`config.mk`:
```
export PLATFORM = sky130hd
export DESIGN_NAME = seg_scan_reader_flat
export DESIGN_NICKNAME = d
export VERILOG_FILES = /design/src/rtl/seg_pkg.sv /design/src/rtl/seg_scan_reader_if.sv /design/src/rtl/seg_pattern_decode.sv /design/src/rtl/seg_scan_reader.sv /design/src/flat_wrapper.sv
export SDC_FILE = /design/constraint.sdc
export NUM_CORES = 1
export LEC_CHECK = 0
export ABC_AREA = 1
export BUFFER_PORTS_ARGS = -buffer_cell sky130_fd_sc_hd__buf_2
export CAP_MARGIN = 20
export CORE_MARGIN = 2
export CORE_UTILIZATION = 60
export CTS_BUF_LIST = sky130_fd_sc_hd__clkbuf_16
export DETAILED_ROUTE_END_ITERATION = 12
export HOLD_SLACK_MARGIN = 0.03
export PLACE_DENSITY = 0.81
export SLEW_MARGIN = 40
export SYNTH_ARGS = -nofsm -noshare
export SYNTH_HDL_FRONTEND = slang
export SYNTH_SLANG_ARGS = --single-unit
```
`constraint.sdc`:
```
create_clock -name clk -period 7.83 [get_ports clk]
set_input_delay 1.9575 -clock clk [delete_from_list [all_inputs] [get_ports clk]]
set_output_delay 1.9575 -clock clk [all_outputs]
set_load 0.005 [all_outputs]
```
`src/rtl/seg_pkg.sv`:
```
// Shared types, active-low segment encodings and the pattern decode function
// for the seven-segment scan reader.
package seg_pkg;

   typedef enum logic [1:0] {
      IDLE     = 2'd0,
      SETTLE   = 2'd1,
      CAPTURED = 2'd2
   } state_t;

   // Active-low patterns, bit6 = g ... bit0 = a
   localparam logic [6:0] SEG_0     = 7'b100_0000;
   localparam logic [6:0] SEG_1     = 7'b111_1001;
   localparam logic [6:0] SEG_2     = 7'b010_0100;
   localparam logic [6:0] SEG_3     = 7'b011_0000;
   localparam logic [6:0] SEG_4     = 7'b001_1001;
   localparam logic [6:0] SEG_5     = 7'b001_0010;
   localparam logic [6:0] SEG_6     = 7'b000_0010;
   localparam logic [6:0] SEG_7     = 7'b111_1000;
   localparam logic [6:0] SEG_8     = 7'b000_0000;
   localparam logic [6:0] SEG_9     = 7'b001_1000;
   localparam logic [6:0] SEG_BLANK = 7'b111_1111;

   // Returns {err, blank, bcd[3:0]}; blank and unknown patterns carry BCD F
   function automatic logic [5:0] seg_decode(input logic [6:0] pattern);
      logic [5:0] result;
      case (pattern)
         SEG_0:     result = {1'b0, 1'b0, 4'h0};
         SEG_1:     result = {1'b0, 1'b0, 4'h1};
         SEG_2:     result = {1'b0, 1'b0, 4'h2};
         SEG_3:     result = {1'b0, 1'b0, 4'h3};
         SEG_4:     result = {1'b0, 1'b0, 4'h4};
         SEG_5:     result = {1'b0, 1'b0, 4'h5};
         SEG_6:     result = {1'b0, 1'b0, 4'h6};
         SEG_7:     result = {1'b0, 1'b0, 4'h7};
         SEG_8:     result = {1'b0, 1'b0, 4'h8};
         SEG_9:     result = {1'b0, 1'b0, 4'h9};
         SEG_BLANK: result = {1'b0, 1'b1, 4'hF};
         default:   result = {1'b1, 1'b0, 4'hF};
      endcase
      return result;
   endfunction

endpackage

```
`src/rtl/seg_scan_reader_if.sv`:
```
// Display-bus sample inputs and decoded frame outputs of the scan reader.
// master = display side / consumer, slave = the reader itself.
interface seg_scan_reader_if #(
   parameter int NUM_DIGITS = 4
);
   logic [NUM_DIGITS-1:0]   anodes;
   logic [6:0]              segments;
   logic [4*NUM_DIGITS-1:0] digits;
   logic [NUM_DIGITS-1:0]   digit_blank;
   logic [NUM_DIGITS-1:0]   digit_err;
   logic                    frame_valid;

   modport master (
      output anodes, segments,
      input  digits, digit_blank, digit_err, frame_valid
   );

   modport slave (
      input  anodes, segments,
      output digits, digit_blank, digit_err, frame_valid
   );
endinterface

```
`src/rtl/seg_pattern_decode.sv`:
```
// Combinational seven-segment pattern decoder, output {err, blank, bcd[3:0]}.
module seg_pattern_decode
   import seg_pkg::*;
(
   input  logic [6:0] pattern,
   output logic [5:0] decoded
);

   // Table lookup shared with any checker through the package function
   always_comb begin
      decoded = seg_decode(pattern);
   end

endmodule

```
`src/rtl/seg_scan_reader.sv`:
```
// Passive reader of a multiplexed active-low seven-segment bus: captures each
// settled digit slot and publishes a complete frame with a one-cycle valid pulse.
module seg_scan_reader
   import seg_pkg::*;
#(
   parameter int NUM_DIGITS    = 4,
   parameter int SETTLE_CYCLES = 8,
   parameter int CNT_W         = 4
) (
   input logic              clk,
   input logic              reset_n,
   seg_scan_reader_if.slave bus
);

   localparam int SLOT_W = (NUM_DIGITS > 1) ? $clog2(NUM_DIGITS) : 1;
   localparam logic [CNT_W-1:0] CNT_LAST = CNT_W'(SETTLE_CYCLES - 1);

   logic [NUM_DIGITS-1:0]   anodes_r;
   logic [NUM_DIGITS-1:0]   prev_anodes_r;
   logic [6:0]              segments_r;
   logic [6:0]              prev_segments_r;

   state_t                  state_r;
   state_t                  state_s;
   logic [CNT_W-1:0]        count_r;
   logic [CNT_W-1:0]        count_s;

   logic                    onehot_s;
   logic                    same_s;
   logic [SLOT_W-1:0]       slot_s;
   logic [5:0]              dec_s;
   logic                    capture_s;
   logic                    frame_done_s;

   logic [4*NUM_DIGITS-1:0] stage_digits_r;
   logic [NUM_DIGITS-1:0]   stage_blank_r;
   logic [NUM_DIGITS-1:0]   stage_err_r;
   logic [NUM_DIGITS-1:0]   seen_r;
   logic [4*NUM_DIGITS-1:0] stage_digits_s;
   logic [NUM_DIGITS-1:0]   stage_blank_s;
   logic [NUM_DIGITS-1:0]   stage_err_s;
   logic [NUM_DIGITS-1:0]   seen_s;

   logic [4*NUM_DIGITS-1:0] digits_r;
   logic [NUM_DIGITS-1:0]   blank_r;
   logic [NUM_DIGITS-1:0]   err_r;
   logic                    frame_valid_r;

   seg_pattern_decode u_decode (
      .pattern (segments_r),
      .decoded (dec_s)
   );

   // Synchroniser stage plus the previous sample used for settle comparison
   always_ff @(posedge clk or negedge reset_n) begin
      if (!reset_n) begin
         anodes_r        <= '1;
         prev_anodes_r   <= '1;
         segments_r      <= 7'h7F;
         prev_segments_r <= 7'h7F;
      end else begin
         anodes_r        <= bus.anodes;
         prev_anodes_r   <= anodes_r;
         segments_r      <= bus.segments;
         prev_segments_r <= segments_r;
      end
   end

   // Slot qualification and one-hot-low to binary slot index
   always_comb begin
      onehot_s = $onehot(~anodes_r);
      same_s   = (anodes_r == prev_anodes_r) && (segments_r == prev_segments_r);
      slot_s   = '0;
      for (int i = 0; i < NUM_DIGITS; i++) begin
         slot_s = slot_s | (anodes_r[i] ? SLOT_W'(0) : SLOT_W'(i));
      end
   end

   // FSM state and settle counter register
   always_ff @(posedge clk or negedge reset_n) begin
      if (!reset_n) begin
         state_r <= IDLE;
         count_r <= '0;
      end else begin
         state_r <= state_s;
         count_r <= count_s;
      end
   end

   // FSM next state and settle counter update
   always_comb begin
      state_s = state_r;
      count_s = '0;
      case (state_r)
         IDLE: begin
            if (onehot_s) begin
               state_s = SETTLE;
            end else begin
               state_s = IDLE;
            end
         end
         SETTLE: begin
            if (!onehot_s) begin
               state_s = IDLE;
            end else if (!same_s) begin
               state_s = SETTLE;
            end else if (count_r == CNT_LAST) begin
               state_s = CAPTURED;
            end else begin
               state_s = SETTLE;
               count_s = count_r + 1'b1;
            end
         end
         CAPTURED: begin
            if (!onehot_s) begin
               state_s = IDLE;
            end else if (!same_s) begin
               state_s = SETTLE;
            end else begin
               state_s = CAPTURED;
            end
         end
         default: begin
            state_s = IDLE;
         end
      endcase
   end

   // FSM outputs: capture strobe, staging update and frame completion
   always_comb begin
      capture_s      = (state_r == SETTLE) && onehot_s && same_s && (count_r == CNT_LAST);
      stage_digits_s = stage_digits_r;
      stage_blank_s  = stage_blank_r;
      stage_err_s    = stage_err_r;
      seen_s         = seen_r;
      if (capture_s) begin
         stage_digits_s[{slot_s, 2'b00} +: 4] = dec_s[3:0];
         stage_blank_s[slot_s]                = dec_s[4];
         stage_err_s[slot_s]                  = dec_s[5];
         seen_s[slot_s]                       = 1'b1;
      end else begin
         seen_s = seen_r;
      end
      frame_done_s = capture_s && (&seen_s);
   end

   // Staging, seen mask and published frame registers
   always_ff @(posedge clk or negedge reset_n) begin
      if (!reset_n) begin
         stage_digits_r <= '0;
         stage_blank_r  <= '0;
         stage_err_r    <= '0;
         seen_r         <= '0;
         digits_r       <= '0;
         blank_r        <= '1;
         err_r          <= '0;
         frame_valid_r  <= 1'b0;
      end else begin
         stage_digits_r <= stage_digits_s;
         stage_blank_r  <= stage_blank_s;
         stage_err_r    <= stage_err_s;
         frame_valid_r  <= frame_done_s;
         if (frame_done_s) begin
            seen_r   <= '0;
            digits_r <= stage_digits_s;
            blank_r  <= stage_blank_s;
            err_r    <= stage_err_s;
         end else begin
            seen_r   <= seen_s;
         end
      end
   end

   assign bus.digits      = digits_r;
   assign bus.digit_blank = blank_r;
   assign bus.digit_err   = err_r;
   assign bus.frame_valid = frame_valid_r;

endmodule
```
`src/flat_wrapper.sv`:
```
// flat-port wrapper written by rule: the top's interface ports become plain ports
module seg_scan_reader_flat import seg_pkg::*;
#(
   parameter int NUM_DIGITS    = 4,
   parameter int SETTLE_CYCLES = 8,
   parameter int CNT_W         = 4
)
  (clk, reset_n, bus_anodes, bus_segments, bus_digits, bus_digit_blank, bus_digit_err, bus_frame_valid);
  seg_scan_reader_if #(.NUM_DIGITS(NUM_DIGITS)) bus_i ();
  input logic clk;
  input logic reset_n;
  input wire logic [$bits(bus_i.anodes)-1:0] bus_anodes;
  input wire logic [$bits(bus_i.segments)-1:0] bus_segments;
  output wire logic [$bits(bus_i.digits)-1:0] bus_digits;
  output wire logic [$bits(bus_i.digit_blank)-1:0] bus_digit_blank;
  output wire logic [$bits(bus_i.digit_err)-1:0] bus_digit_err;
  output wire logic [$bits(bus_i.frame_valid)-1:0] bus_frame_valid;
  assign bus_i.anodes = bus_anodes;
  assign bus_i.segments = bus_segments;
  assign bus_digits = bus_i.digits;
  assign bus_digit_blank = bus_i.digit_blank;
  assign bus_digit_err = bus_i.digit_err;
  assign bus_frame_valid = bus_i.frame_valid;
  seg_scan_reader #(.NUM_DIGITS(NUM_DIGITS), .SETTLE_CYCLES(SETTLE_CYCLES), .CNT_W(CNT_W)) u_core (.clk(clk), .reset_n(reset_n), .bus(bus_i));
endmodule
```
---- After elaboration in Yosys (flattened, before gate mapping) ----
Cells that the tools add are included.
W data, S select, Z words.
cells by class
  add/sub/neg operators ................... 5
  multiply operators ...................... 0
  div/mod/pow operators ................... 0
  order comparisons ....................... 2
  equality and inequality tests ........... 16
  shift operators ......................... 2
  multiplexer cells ....................... 25
  bitwise gates (word level) .............. 4
  reductions and logical operators ........ 9
operators by type and width
  kind                      count
  $pmux W6 S11              1
  $mux W4                   8
  $eq A7 B7 Y1 const B      4
  $eq A7 B5 Y1 const B      3
  $bwmux W16                1
  $mux W16                  1
  $shift A4 B6 Y16 const A  1
  $shiftx A4 B6 Y16         1
  $eq A7 B6 Y1 const B      2
  $mux W2                   7
  $bwmux W4                 2
  $eq A7 B2 Y1 const B      1
  $eq A7 B7 Y1              1
  $logic_not A7 Y1          1
  $logic_and A1 B1 Y1       6
  $neg A4 Y6                1
  $pmux W2 S3               1
  $add A1 B1 Y2             2
  $add A4 B1 Y4 const B     1
  $eq A4 B3 Y1 const B      1
  $eq A4 B4 Y1              1
  $not A4 Y4                1
  $or A2 B2 Y2              2
  $or A4 B4 Y4              1
  10 further kinds          12
word-level totals
  flip-flop bits (word level) ............. 81
  latch bits .............................. 0
  RAM bits ................................ 0
  memory bits (read-only) ................. 0
  bits of input ports ..................... 13
  logic and storage cells ................. 77
  memories ................................ 0

---- Longest topological paths before layout ----
Gate-level depths: netlist of run 1.
  depth after elaboration ................. 12
  mapped depth ............................ 16
  depth with buffers taken out ............ 15

---- Hierarchy ----
Synthesis of run 1 repeated with hierarchy kept, for this count alone.
unflattened totals
  cell total of the unflattened synthesis .. 472
  area total of the unflattened synthesis .. 4041.4 µm²
modules (own cells, without submodules)
  module              instances  cells each  area an instance (µm²)
  seg_scan_reader     1          408         3749.8
  seg_pattern_decode  1          64          291.5

---- Least setup slack after synthesis of run 1 ----
Ideal clock, no wire load.
  path kind ............................... register to register
  start ................................... register u_core.anodes_r[2]
  end ..................................... register u_core.digits_r[10] (netlist: u_core.bus.digits[10])
  arrival time ............................ 2.808 ns
  data required time ...................... 7.713 ns
  path slack .............................. 4.906 ns
  cell stages (with the launch flop) ...... 16
  path through ............................ dfstp_2 inv_1 ha_1 ha_1 fa_1 nor2_1 nand2_1 nor3_1 nand4_1 o21ai_2 nand2_2 nor2_4 nand2_2 buf_6 nand2_1 nand2_1
on the way
  word-level cells in the longest chain between the ends .. 11
RTL lines
  what                                                                       line                    RTL
  start: declaration                                                         seg_scan_reader.sv:18   logic [NUM_DIGITS-1:0] anodes_r;
  start signal: assignment                                                   seg_scan_reader.sv:62   anodes_r <= bus.anodes;
  $mux W2                                                                    seg_scan_reader.sv:75   slot_s = slot_s | (anodes_r[i] ? SLOT_W'(0) : SLOT_W'(i));
  $or A2 B2 Y2 (2 in series)                                                 seg_scan_reader.sv:75
  $lt A2 B3 Y1 (implied by the code) / $ge A2 B1 Y1 (equally long branches)  seg_scan_reader.sv:140  seen_s[slot_s] = 1'b1;
  $logic_and A1 B1 Y1 (implied by the code)                                  seg_scan_reader.sv:140
  $mux W1 (implied by the code)                                              seg_scan_reader.sv:140
  $demux W1 S2                                                               -
  $or A4 B4 Y4 (no source line)                                              -
  $mux W4                                                                    seg_scan_reader.sv:136  if (capture_s) begin
  $reduce_and A4 Y1                                                          seg_scan_reader.sv:144  frame_done_s = capture_s && (&seen_s);
  $logic_and A1 B1 Y1                                                        seg_scan_reader.sv:144
  end signal: assignment                                                     seg_scan_reader.sv:165  digits_r <= stage_digits_s;
  end: declaration                                                           seg_scan_reader.sv:44   logic [4*NUM_DIGITS-1:0] digits_r;
Parallel ways exist; a longest one is shown, timed or not.
A chain may end at the register's enable or synchronous reset.

---- Worst setup path after layout of run 1 ----
  start ................................... register u_core.anodes_r[3]
  end ..................................... register u_core.digits_r[2] (netlist: u_core.bus.digits[2])
on the way
  word-level cells in the longest chain between the ends .. 10
RTL lines
  what                                                                              line
  $mux W2 / $not A4 Y4 (equally long branches)                                      seg_scan_reader.sv:75, seg_scan_reader.sv:71
  $or A2 B2 Y2 / $add A1 B1 Y2 (equally long branches)                              seg_scan_reader.sv:75, seg_scan_reader.sv:71
  $lt A2 B3 Y1 (implied by the code) (tied with other cells)                        seg_scan_reader.sv:140
  $logic_and A1 B1 Y1 (implied by the code) / $eq A3 B1 Y1 (equally long branches)  seg_scan_reader.sv:140, seg_scan_reader.sv:71
  $mux W1 (implied by the code) / $logic_and A1 B1 Y1 (equally long branches)       seg_scan_reader.sv:140, seg_scan_reader.sv:131
  $demux W1 S2 / $logic_and A1 B1 Y1 (equally long branches)                        -
  $or A4 B4 Y4 (no source line) / $logic_and A1 B1 Y1 (equally long branches)       -
  $mux W4                                                                           seg_scan_reader.sv:136
  $reduce_and A4 Y1                                                                 seg_scan_reader.sv:144
  $logic_and A1 B1 Y1                                                               seg_scan_reader.sv:144
Parallel ways exist; a longest one is shown, timed or not.

==> summary.txt, run 1 <==
Status = completed
Hold Crit Class = register to register
Pins Over Slew Limit = 0
Final Util = 71.0%
Maximum fanout along the worst path = 24
Commonest cells in the netlist = nand2_1, dfrtp_1, nor2_1, inv_1, dfstp_2
Post-synth EDFFs = 0
Post-CTS Hold Buffers = 0
Maximum clock path buffer count = 2
Drt wl/cell = 12.8 um
Hold_sp = u_core.segments_r[2]
Hold Path Depth = 0
Post-Place Cells = 576
Startpoint Class = register
CTS resizes = 0
Final instance area = 4490 sq um
Sequential area share after synthesis = 53.1%
Max cap viols = 0
Die H = 84.4 um
Top-count cell post-synth = nand2_1
Die W = 84.4 um
Detail Placement HPWL = 5.20 mm
RePlAce Congestion = 0.866
Final WS setup = 4240 ps
Worst Skew = 5.73 ps
Top cell by count, worst path = nand2_1
Cell family with most CP delay = simple AND/OR/NAND/NOR gates
Final setup fails = 0
Num CTS Buffers = 9
H-tree depth = 3
CP Capture Type = register
CP Buf/Inv Count = 1
Die area = 7130 sq um
Min Tclk post-route = 3590 ps
Dpl ws = 4260 ps
Vias in the first global route = 2,970
Ys async rst share = 100%
# fillers = 455
Number of routed nets with antenna violations = 0
Number of synthesized register bits = 81
Routed wire length = 7.59 mm
Via Count = 3,014
Sequential cell area = 2060 sq um
Placed Area = 4120 sq um
Clock root cell = clkbuf_16
Worst Setup Path Type = register to register
Worst-skew pair later-pin latency = 330 ps
Critical path cell sequence = inv_1, ha_1, ha_1, fa_1, nor2_1, nand2_1, nor3_1, nand4_1, o21ai_2, nand2_2, nor2_4, nand2_2, nand2_1, nand2_1
Global-route wire length before repair = 13.4 mm
PnR Total Power = 0.999 mW
Residual DRC count = 0
Inserted Diodes = 0
Yosys Warn Count = 0
Slew margin rel. = 53.4%
Initial DRT Pass Iterations = 5
Synth Cell Area = 3880 sq um
Area occupied by multi-input gates = 1580 sq um
P per Cell Area = 223 nW/um^2
Share of cells above drive strength 1 = 20.0%
Reg2reg path depth = 14
Data required time at the worst endpoint = 8050 ps
RSZ-0062 raised after global routing = false
Clock Sinks = 81
GR Overflow Total = 0
Nets = 537
Worst path slowest cell = dfstp_2
Fmax = 279 MHz
I/O pins = 38
Leakage Power = 2.51 nW
FF-to-FF End = u_core.bus.digits[2]
Worst r2r src = u_core.anodes_r[3]
Pin count of the biggest net entering global routing = 82
Peak supply drop = 0.166 mV
Core area = 6310 sq um
Tightest Pin Transition = 699 ps
Syn Area/Cell = 8.29 sq um
Post-Layout Cell Count = 592
Post-Syn Instances = 468
CP peak stage delay = 580 ps
Hold EP = u_core.prev_segments_r[2]
Initial antenna violation count = 0
WHS = 386 ps
Final Hold Fails = 0
Postcts setup bufs = 0
Via-to-Cell Ratio = 5.09
Area grow syn2layout = 15.6%
Crit share post-route = 45.8%
Worst EP arrival = 3810 ps
Syn nets = 495
Synth area leader = dfrtp_1
Aggregate global-route resource usage = 23.8%
CTS tree = built
Post-synth cell types = 31
Initial DRC count = 156
Starting Density = 61.5%
Setup TNS = 0 ps
Top post-synthesis cells by area = dfrtp_1, nand2_1, dfstp_2, nor2_1, ha_1
Synth top area share = 35.5%
Post-synth top flop = dfrtp_1
I/O Buffers = 37
R2R setup slack = 4240 ps
Row count = 29
Clk pin slew, worst setup/hold paths = 60 ps
==> placed cells by master, fill, tap and decap left out, drive strengths merged <==
cell	synthesis	routed
bufinv	0	4
dfrtp	55	55
buf	5	37
xor2	2	2
or2	2	2
nor4	1	1
nand2	209	209
o21ai	14	14
nand3	20	20
a2bb2oi	1	1
nor3b	1	1
fa	1	1
dfstp	26	26
clkinv	0	3
xnor2	3	3
clkbuf	1	9
ha	13	13
nand4	6	6
o211ai	1	1
nor2	50	50
inv	51	51
nor3	6	6
==> worst max path at each step <==
| stage | end | start | cells past startpoint |
|---|---|---|---|
| finish | u_core.bus.digits[2] | u_core.anodes_r[3] | 14 |
| global route | u_core.bus.digits[12] | u_core.anodes_r[3] | 14 |
| CTS | u_core.bus.digits[13] | u_core.anodes_r[3] | 14 |
| detailed placement | u_core.bus.digits[13] | u_core.anodes_r[3] | 14 |
| global placement | u_core.bus.digit_err[0] | u_core.anodes_r[2] | 14 |
| floorplan | u_core.bus.digits[10] | u_core.anodes_r[2] | 15 |
==> state kept, by name, summed over array words and instances, names as in the netlist <==
register and cells:
u_core.segments_r 7, u_core.bus.digit_err 4, u_core.stage_digits_r 16, u_core.prev_anodes_r 4, u_core.stage_blank_r 4, u_core.prev_segments_r 7, u_core.stage_err_r 4, u_core.bus.frame_valid 1
u_core.seen_r 4, u_core.count_r 4, u_core.bus.digits 16, u_core.anodes_r 4, u_core.state_r 2, u_core.bus.digit_blank 4
==> kinds of logic (layout without fill, tap and decap cells) <==
family	Yosys count	after routing	share of synthesized area (%)
fa+ha+maj	14	14	4.71
xor+xnor	5	5	1.13
compound gates	16	16	2.42
flops	81	81	53.1
simple gates	295	295	32.4
buf+inv	57	104	6.22
==> worst register-to-register path, cell delays in order (launching register included) <==
cell	delay, ps
dfstp_2	580
inv_1	50
ha_1	270
ha_1	210
fa_1	430
nor2_1	110
nand2_1	90
nor3_1	270
nand4_1	230
o21ai_2	210
nand2_2	120
nor2_4	310
nand2_2	380
nand2_1	160
nand2_1	70
==> metal layers <==
| layer | global-route usage, % | part of all wire [%] | up-vias |
|---|---|---|---|
| met1 | 30.9 | 44 | 1433 |
| met4 | 8.95 | 2.0 | 0 |
| met2 | 39.6 | 50 | 52 |
| met5 | 0 | 0 | - |
| li1 | - | - | 1516 |
| met3 | 5.11 | 3.2 | 13 |
==> power breakdown <==
group	switching [mW]	internal, mW	total (mW)
sequential	0.00682	0.431	0.437
combinational	0.0381	0.0164	0.0545
clock	0.163	0.344	0.507
total	0.208	0.791	0.999
==> area by class of cell <==
cell class	count	share of cell area, %
inverter	51	4.27
clock buffer	9	5.02
clock inverter	7	3.18
sequential	81	45.9
multi-input combinational	330	35.2
timing repair buffer	37	4.27
tap	77	2.15
Power figures use the tool's default switching activity.
==> run 2: changes to the inputs <==
--- a/config.mk
+++ b/config.mk
@@ -9,11 +9,11 @@
 export BUFFER_PORTS_ARGS = -buffer_cell sky130_fd_sc_hd__buf_2
 export CAP_MARGIN = 20
 export CORE_MARGIN = 2
-export CORE_UTILIZATION = 60
+export CORE_UTILIZATION = 59
 export CTS_BUF_LIST = sky130_fd_sc_hd__clkbuf_16
 export DETAILED_ROUTE_END_ITERATION = 12
 export HOLD_SLACK_MARGIN = 0.03
-export PLACE_DENSITY = 0.81
+export PLACE_DENSITY = 0.8
 export SLEW_MARGIN = 40
 export SYNTH_ARGS = -nofsm -noshare
 export SYNTH_HDL_FRONTEND = slang
==> constraint.sdc (replaced) <==
create_clock -name clk -period 3.7 [get_ports clk]
set_input_delay 0.925 -clock clk [delete_from_list [all_inputs] [get_ports clk]]
set_output_delay 0.925 -clock clk [all_outputs]
set_load 0.005 [all_outputs]
==> run 2 against run 1 <==
  * Critical path type unchanged
  * Core utilization down 1.4 points
  * Cell count up 0.17%
  * Largest power group is now sequential cells
  * Critical path depth down 1
  * Die area up 1.6%
==> summary.txt, run 2 (synthesis results as in run 1) <==
Hold_sp = u_core.anodes_r[0] (was u_core.segments_r[2])
Via-to-Cell Ratio = 4.99 (was 5.09)
Maximum clock path buffer count = 2 (unchanged)
Die H = 85.1 um (was 84.4 um)
Pins Over Slew Limit = 0 (unchanged)
Final Hold Fails = 0 (unchanged)
Area grow syn2layout = 13.9% (was 15.6%)
Tightest Pin Transition = 686 ps (was 699 ps)
Max cap viols = 0 (unchanged)
GR Overflow Total = 0 (unchanged)
Setup TNS = 0 ps (unchanged)
RSZ-0062 raised after global routing = false (unchanged)
Worst Skew = 6.18 ps (was 5.73 ps)
Postcts setup bufs = 0 (unchanged)
Routed wire length = 7.17 mm (was 7.59 mm)
Starting Density = 61.1% (was 61.5%)
P per Cell Area = 431 nW/um^2 (was 223 nW/um^2)
Nets = 538 (was 537)
Via Count = 2,960 (was 3,014)
Startpoint Class = register (unchanged)
Worst-skew pair later-pin latency = 330 ps (about the same)
CP Launch Point = u_core.anodes_r[2] (was u_core.anodes_r[3])
CTS resizes = 0 (unchanged)
Initial DRT Pass Iterations = 4 (was 5)
Vias in the first global route = 2,874 (was 2,970)
Inserted Diodes = 0 (unchanged)
Clk pin slew, worst setup/hold paths = 60 ps (about the same)
Post-CTS Hold Buffers = 0 (unchanged)
Row count = 29 (unchanged)
Peak supply drop = 0.287 mV (was 0.166 mV)
Data required time at the worst endpoint = 3970 ps (was 8050 ps)
Core area = 6350 sq um (was 6310 sq um)
Number of routed nets with antenna violations = 0 (unchanged)
Crit share post-route = 91.3% (was 45.8%)
Status = completed (unchanged)
# fillers = 496 (was 455)
Worst Setup Path Type = register to register (unchanged)
Drt wl/cell = 12.1 um (was 12.8 um)
Maximum fanout along the worst path = 15 (was 24)
Aggregate global-route resource usage = 22.0% (was 23.8%)
Min Tclk post-route = 3380 ps (was 3590 ps)
I/O Buffers = 37 (unchanged)
Final setup fails = 0 (unchanged)
Commonest cells after routing, fill and taps aside = nand2_1, dfrtp_1, nor2_1, inv_1, buf_2 (unchanged)
Initial DRC count = 121 (was 156)
CP Capture Type = register (unchanged)
PnR Total Power = 1.91 mW (was 0.999 mW)
Clock root cell = clkbuf_16 (unchanged)
CTS tree = built (unchanged)
Die area = 7240 sq um (was 7130 sq um)
Fmax = 296 MHz (was 279 MHz)
Residual DRC count = 0 (unchanged)
RePlAce Congestion = 0.872 (was 0.866)
Initial antenna violation count = 0 (unchanged)
R2R setup slack = 320 ps (was 4240 ps)
Die W = 85.1 um (was 84.4 um)
Share of cells above drive strength 1 = 19.8% (was 20.0%)
H-tree depth = 3 (unchanged)
Pin count of the biggest net entering global routing = 82 (unchanged)
Leakage Power = 2.48 nW (was 2.51 nW)
Worst r2r src = u_core.anodes_r[2] (was u_core.anodes_r[3])
Slew margin rel. = 54.3% (was 53.4%)
I/O pins = 38 (unchanged)
Hold Crit Class = register to register (unchanged)
Num CTS Buffers = 9 (unchanged)
Most common cell after layout, fill and taps aside = nand2_1 (unchanged)
Global-route wire length before repair = 12.5 mm (was 13.4 mm)
Clock Sinks = 81 (unchanged)
Worst EP arrival = 3650 ps (was 3810 ps)
Detail Placement HPWL = 5.20 mm (about the same)
==> run 2: changes by cell type in the layout (fill, tap and decap cells not counted), sizes merged <==
cell and delta:
inv +1, clkinvlp +2, bufinv -3, buf +1
==> run 2: cell type report <==
type / instances / area [sq um] / area share, %
multi-input cells: 330 / 1580 / 35.7
well taps: 77 / 96.3 / 2.18
clock buffers: 9 / 225 / 5.09
flip-flops and latches: 81 / 2060 / 46.6
clock inverters: 7 / 70.1 / 1.59
repair buffers: 38 / 199 / 4.50
inverters: 51 / 191 / 4.33
==> run 2: critical path, stage by stage, from the launching register on <==
cell and delay (ps):
dfstp_2 560, inv_1 70, ha_1 310, ha_1 210, fa_1 430, nor2_1 110, nand2_1 80, nor3_1 270
nand4_1 150, nand2_2 280, inv_2 100, nor3_4 520, nand2_1 130, nand2_1 90
==> run 2: worst paths after layout <==
check | cells after the start | endpoint
max in group asynchronous | 1 | u_core.bus.digits[4]
worst max register to register | 13 | u_core.bus.digits[9]
min in group asynchronous | 1 | u_core.seen_r[2]
worst min-delay path | 0 | u_core.prev_anodes_r[0]
worst min register to register | 0 | u_core.prev_anodes_r[0]
worst max-delay path | 13 | u_core.bus.digits[9]
==> run 2: through the flow <==
stage	std cells	hold slack (ps)	setup WS [ps]	utilization, %	instance area [sq um]
after CTS	593	389	313	69.6	4420
after floorplan	468	352	776	-	3880
after global routing	593	399	57.6	69.6	4420
after detailed placement	577	383	350	65.0	4130
final	593	389	321	69.6	4420
after global placement	577	376	506	64.9	4120
==> run 2: power breakdown <==
group | leakage [nW] | internal, mW | total (mW) | switching (mW)
registers | 1.04 | 0.911 | 0.925 | 0.0141
logic | 1.30 | 0.0348 | 0.115 | 0.0798
clock network | 0.137 | 0.521 | 0.866 | 0.345
==> run 2: layer usage <==
metal | share of wire [%] | GRT usage [%] | up-vias | wire length, um
li1 | - | - | 1521 | -
met1 | 46 | 29.0 | 1371 | 3300
met2 | 49 | 35.2 | 56 | 3490
met3 | 3.4 | 5.16 | 12 | 246
met4 | 1.9 | 9.24 | 0 | 134
met5 | 0 | 0 | - | 0
==> run 3: changes to the inputs <==
==> constraint.sdc (replaced) <==
create_clock -name clk -period 3.22 [get_ports clk]
set_input_delay 0.805 -clock clk [delete_from_list [all_inputs] [get_ports clk]]
set_output_delay 0.805 -clock clk [all_outputs]
set_load 0.005 [all_outputs]
==> run 3 against run 2 <==
  * Cell count increased by 2.7%
  * Via count increased by 6.6%
  * Maximum frequency increased by 7.7%
  * Total power increased by 17%
  * Clock-buffer cell count unchanged
  * Non-clock buffer count increased by 13
  * Global-route usage increased by 0.077 points
  * Largest power group unchanged
==> summary.txt, run 3 (synthesis results as in run 1) <==
Routed wire length = 8.43 mm (was 7.17 mm)
Leakage Power = 2.61 nW (was 2.48 nW)
Initial antenna violation count = 0 (unchanged)
Final instance area = 4660 sq um (was 4420 sq um)
Placed Area = 4140 sq um (was 4130 sq um)
Worst EP arrival = 3420 ps (was 3650 ps)
Worst-skew pair later-pin latency = 340 ps (was 330 ps)
Drt wl/cell = 13.8 um (was 12.1 um)
Core area = 6350 sq um (unchanged)
Hold Crit Class = register to register (unchanged)
Maximum fanout along the worst path = 7 (was 15)
CP Capture Type = register (unchanged)
Die W = 85.1 um (unchanged)
Die H = 85.1 um (unchanged)
Area grow syn2layout = 20.1% (was 13.9%)
Starting Density = 61.1% (unchanged)
GR Overflow Total = 0 (unchanged)
P per Cell Area = 479 nW/um^2 (was 431 nW/um^2)
RePlAce Congestion = 0.845 (was 0.872)
Via-to-Cell Ratio = 5.18 (was 4.99)
WHS = 372 ps (was 389 ps)
Clk pin slew, worst setup/hold paths = 60 ps (about the same)
Maximum clock path buffer count = 2 (unchanged)
Pins Over Slew Limit = 0 (unchanged)
Slew margin rel. = 52.4% (was 54.3%)
Share of cells above drive strength 1 = 23.5% (was 19.8%)
Post-CTS Hold Buffers = 0 (unchanged)
Vias in the first global route = 2,876 (was 2,874)
Max cap viols = 0 (unchanged)
Aggregate global-route resource usage = 22.1% (was 22.0%)
H-tree depth = 3 (unchanged)
Pin count of the biggest net entering global routing = 82 (unchanged)
Peak supply drop = 0.380 mV (was 0.287 mV)
I/O Buffers = 37 (unchanged)
Num CTS Buffers = 9 (unchanged)
Number of routed nets with antenna violations = 0 (unchanged)
Final Hold Fails = 0 (unchanged)
I/O pins = 38 (unchanged)
# fillers = 428 (was 496)
Worst Skew = 6.96 ps (was 6.18 ps)
Setup TNS = 0 ps (unchanged)
Initial DRT Pass Iterations = 5 (was 4)
Tightest Pin Transition = 713 ps (was 686 ps)
Via Count = 3,155 (was 2,960)
Fmax = 319 MHz (was 296 MHz)
Global-route wire length before repair = 12.8 mm (was 12.5 mm)
Crit share post-route = 97.4% (was 91.3%)
Most common cell after layout, fill and taps aside = nand2_1 (unchanged)
Nets = 554 (was 538)
Status = completed (unchanged)
Commonest cells after routing, fill and taps aside = nand2_1, dfrtp_1, inv_1, nor2_1, buf_2 (was nand2_1, dfrtp_1, nor2_1, inv_1, buf_2)
Clock root cell = clkbuf_16 (unchanged)
Data required time at the worst endpoint = 3500 ps (was 3970 ps)
Min Tclk post-route = 3140 ps (was 3380 ps)
Detail Placement HPWL = 5.19 mm (was 5.20 mm)
Residual DRC count = 0 (unchanged)
CTS tree = built (unchanged)
Worst r2r src = u_core.anodes_r[3] (was u_core.anodes_r[2])
Final setup fails = 0 (unchanged)
Clock Sinks = 81 (unchanged)
Startpoint Class = register (unchanged)
Die area = 7240 sq um (unchanged)
Row count = 29 (unchanged)
Inserted Diodes = 0 (unchanged)
Initial DRC count = 233 (was 121)
CP Launch Point = u_core.anodes_r[3] (was u_core.anodes_r[2])
Hold_sp = u_core.anodes_r[2] (was u_core.anodes_r[0])
PnR Total Power = 2.23 mW (was 1.91 mW)
Worst Setup Path Type = register to register (unchanged)
[run 3: cell count changes in the layout (fill, tap and decap cells not counted), moves of 2 or more]
cell,delta
o21ai_0,-2
nor2_2,+3
buf_12,+2
buf_4,+9
nor2_1,-3
ha_1,-2
nand2_4,+4
o21ai_1,+2
[run 3: metal layers]
metal,global-route usage [%],share of wire [%],vias up
met3,3.70,5.6,16
met5,0,0,-
li1,-,-,1558
met2,36.6,48,118
met4,8.37,1.6,0
met1,29.3,45,1463
[run 3: critical path: stages (launching register included)]
cell and delay, ps:
dfstp_2 550, inv_1 50, ha_1 300, ha_2 200, fa_1 440, nor2_2 110, nand2_2 90, nor3_4 180
nand4_1 170, o21ai_2 220, nand2_2 100, nor2_4 210, buf_12 170, clkbuf_16 150, nand3_1 60, nand2_1 80
[run 3: final cells by class]
| cell class | count | area, sq um | share of cell area, % |
|---|---|---|---|
| multi-input cells | 333 | 1670 | 35.8 |
| inverters | 51 | 191 | 4.11 |
| well taps | 77 | 96.3 | 2.07 |
| repair buffers | 51 | 347 | 7.44 |
| clock inverters | 7 | 71.3 | 1.53 |
| clock buffers | 9 | 225 | 4.83 |
| flip-flops and latches | 81 | 2060 | 44.2 |
[run 3: repair_timing]
action / CTS / global route
setup buffers: 0 / 10
gates resized for setup: 1 / 15
setup endpoints to repair: 24 / 29
cloned: 0 / 4
pin swaps: 0 / 10
[run 3: metrics by stage]
step,util (%),setup WS (ps),std cells
floorplan,-,296,468
global placement,65.1,89.4,579
detailed placement,65.2,-65.7,579
CTS,70.0,46.7,595
global route,73.4,-84.4,609
finish,73.4,82.2,609
[run 3: where the power goes]
group	leakage, nW	internal, mW	switching (mW)	total [mW]
Clock	0.145	0.600	0.416	1.02
Combinational	1.43	0.0485	0.104	0.152
Sequential	1.04	1.05	0.0161	1.06
Total	2.61	1.70	0.536	2.23
[run 3: path summary, 6_finish.rpt]
check	to	slack, ps	depth (start not counted)
setup / recovery	u_core.bus.digit_blank[1]	80	15
hold / removal	u_core.prev_anodes_r[2]	370	0
setup reg to reg	u_core.bus.digit_blank[1]	80	15
hold reg to reg	u_core.prev_anodes_r[2]	370	0
max in group asynchronous	u_core.stage_digits_r[12]	2230	1
min in group asynchronous	u_core.bus.digits[15]	500	1
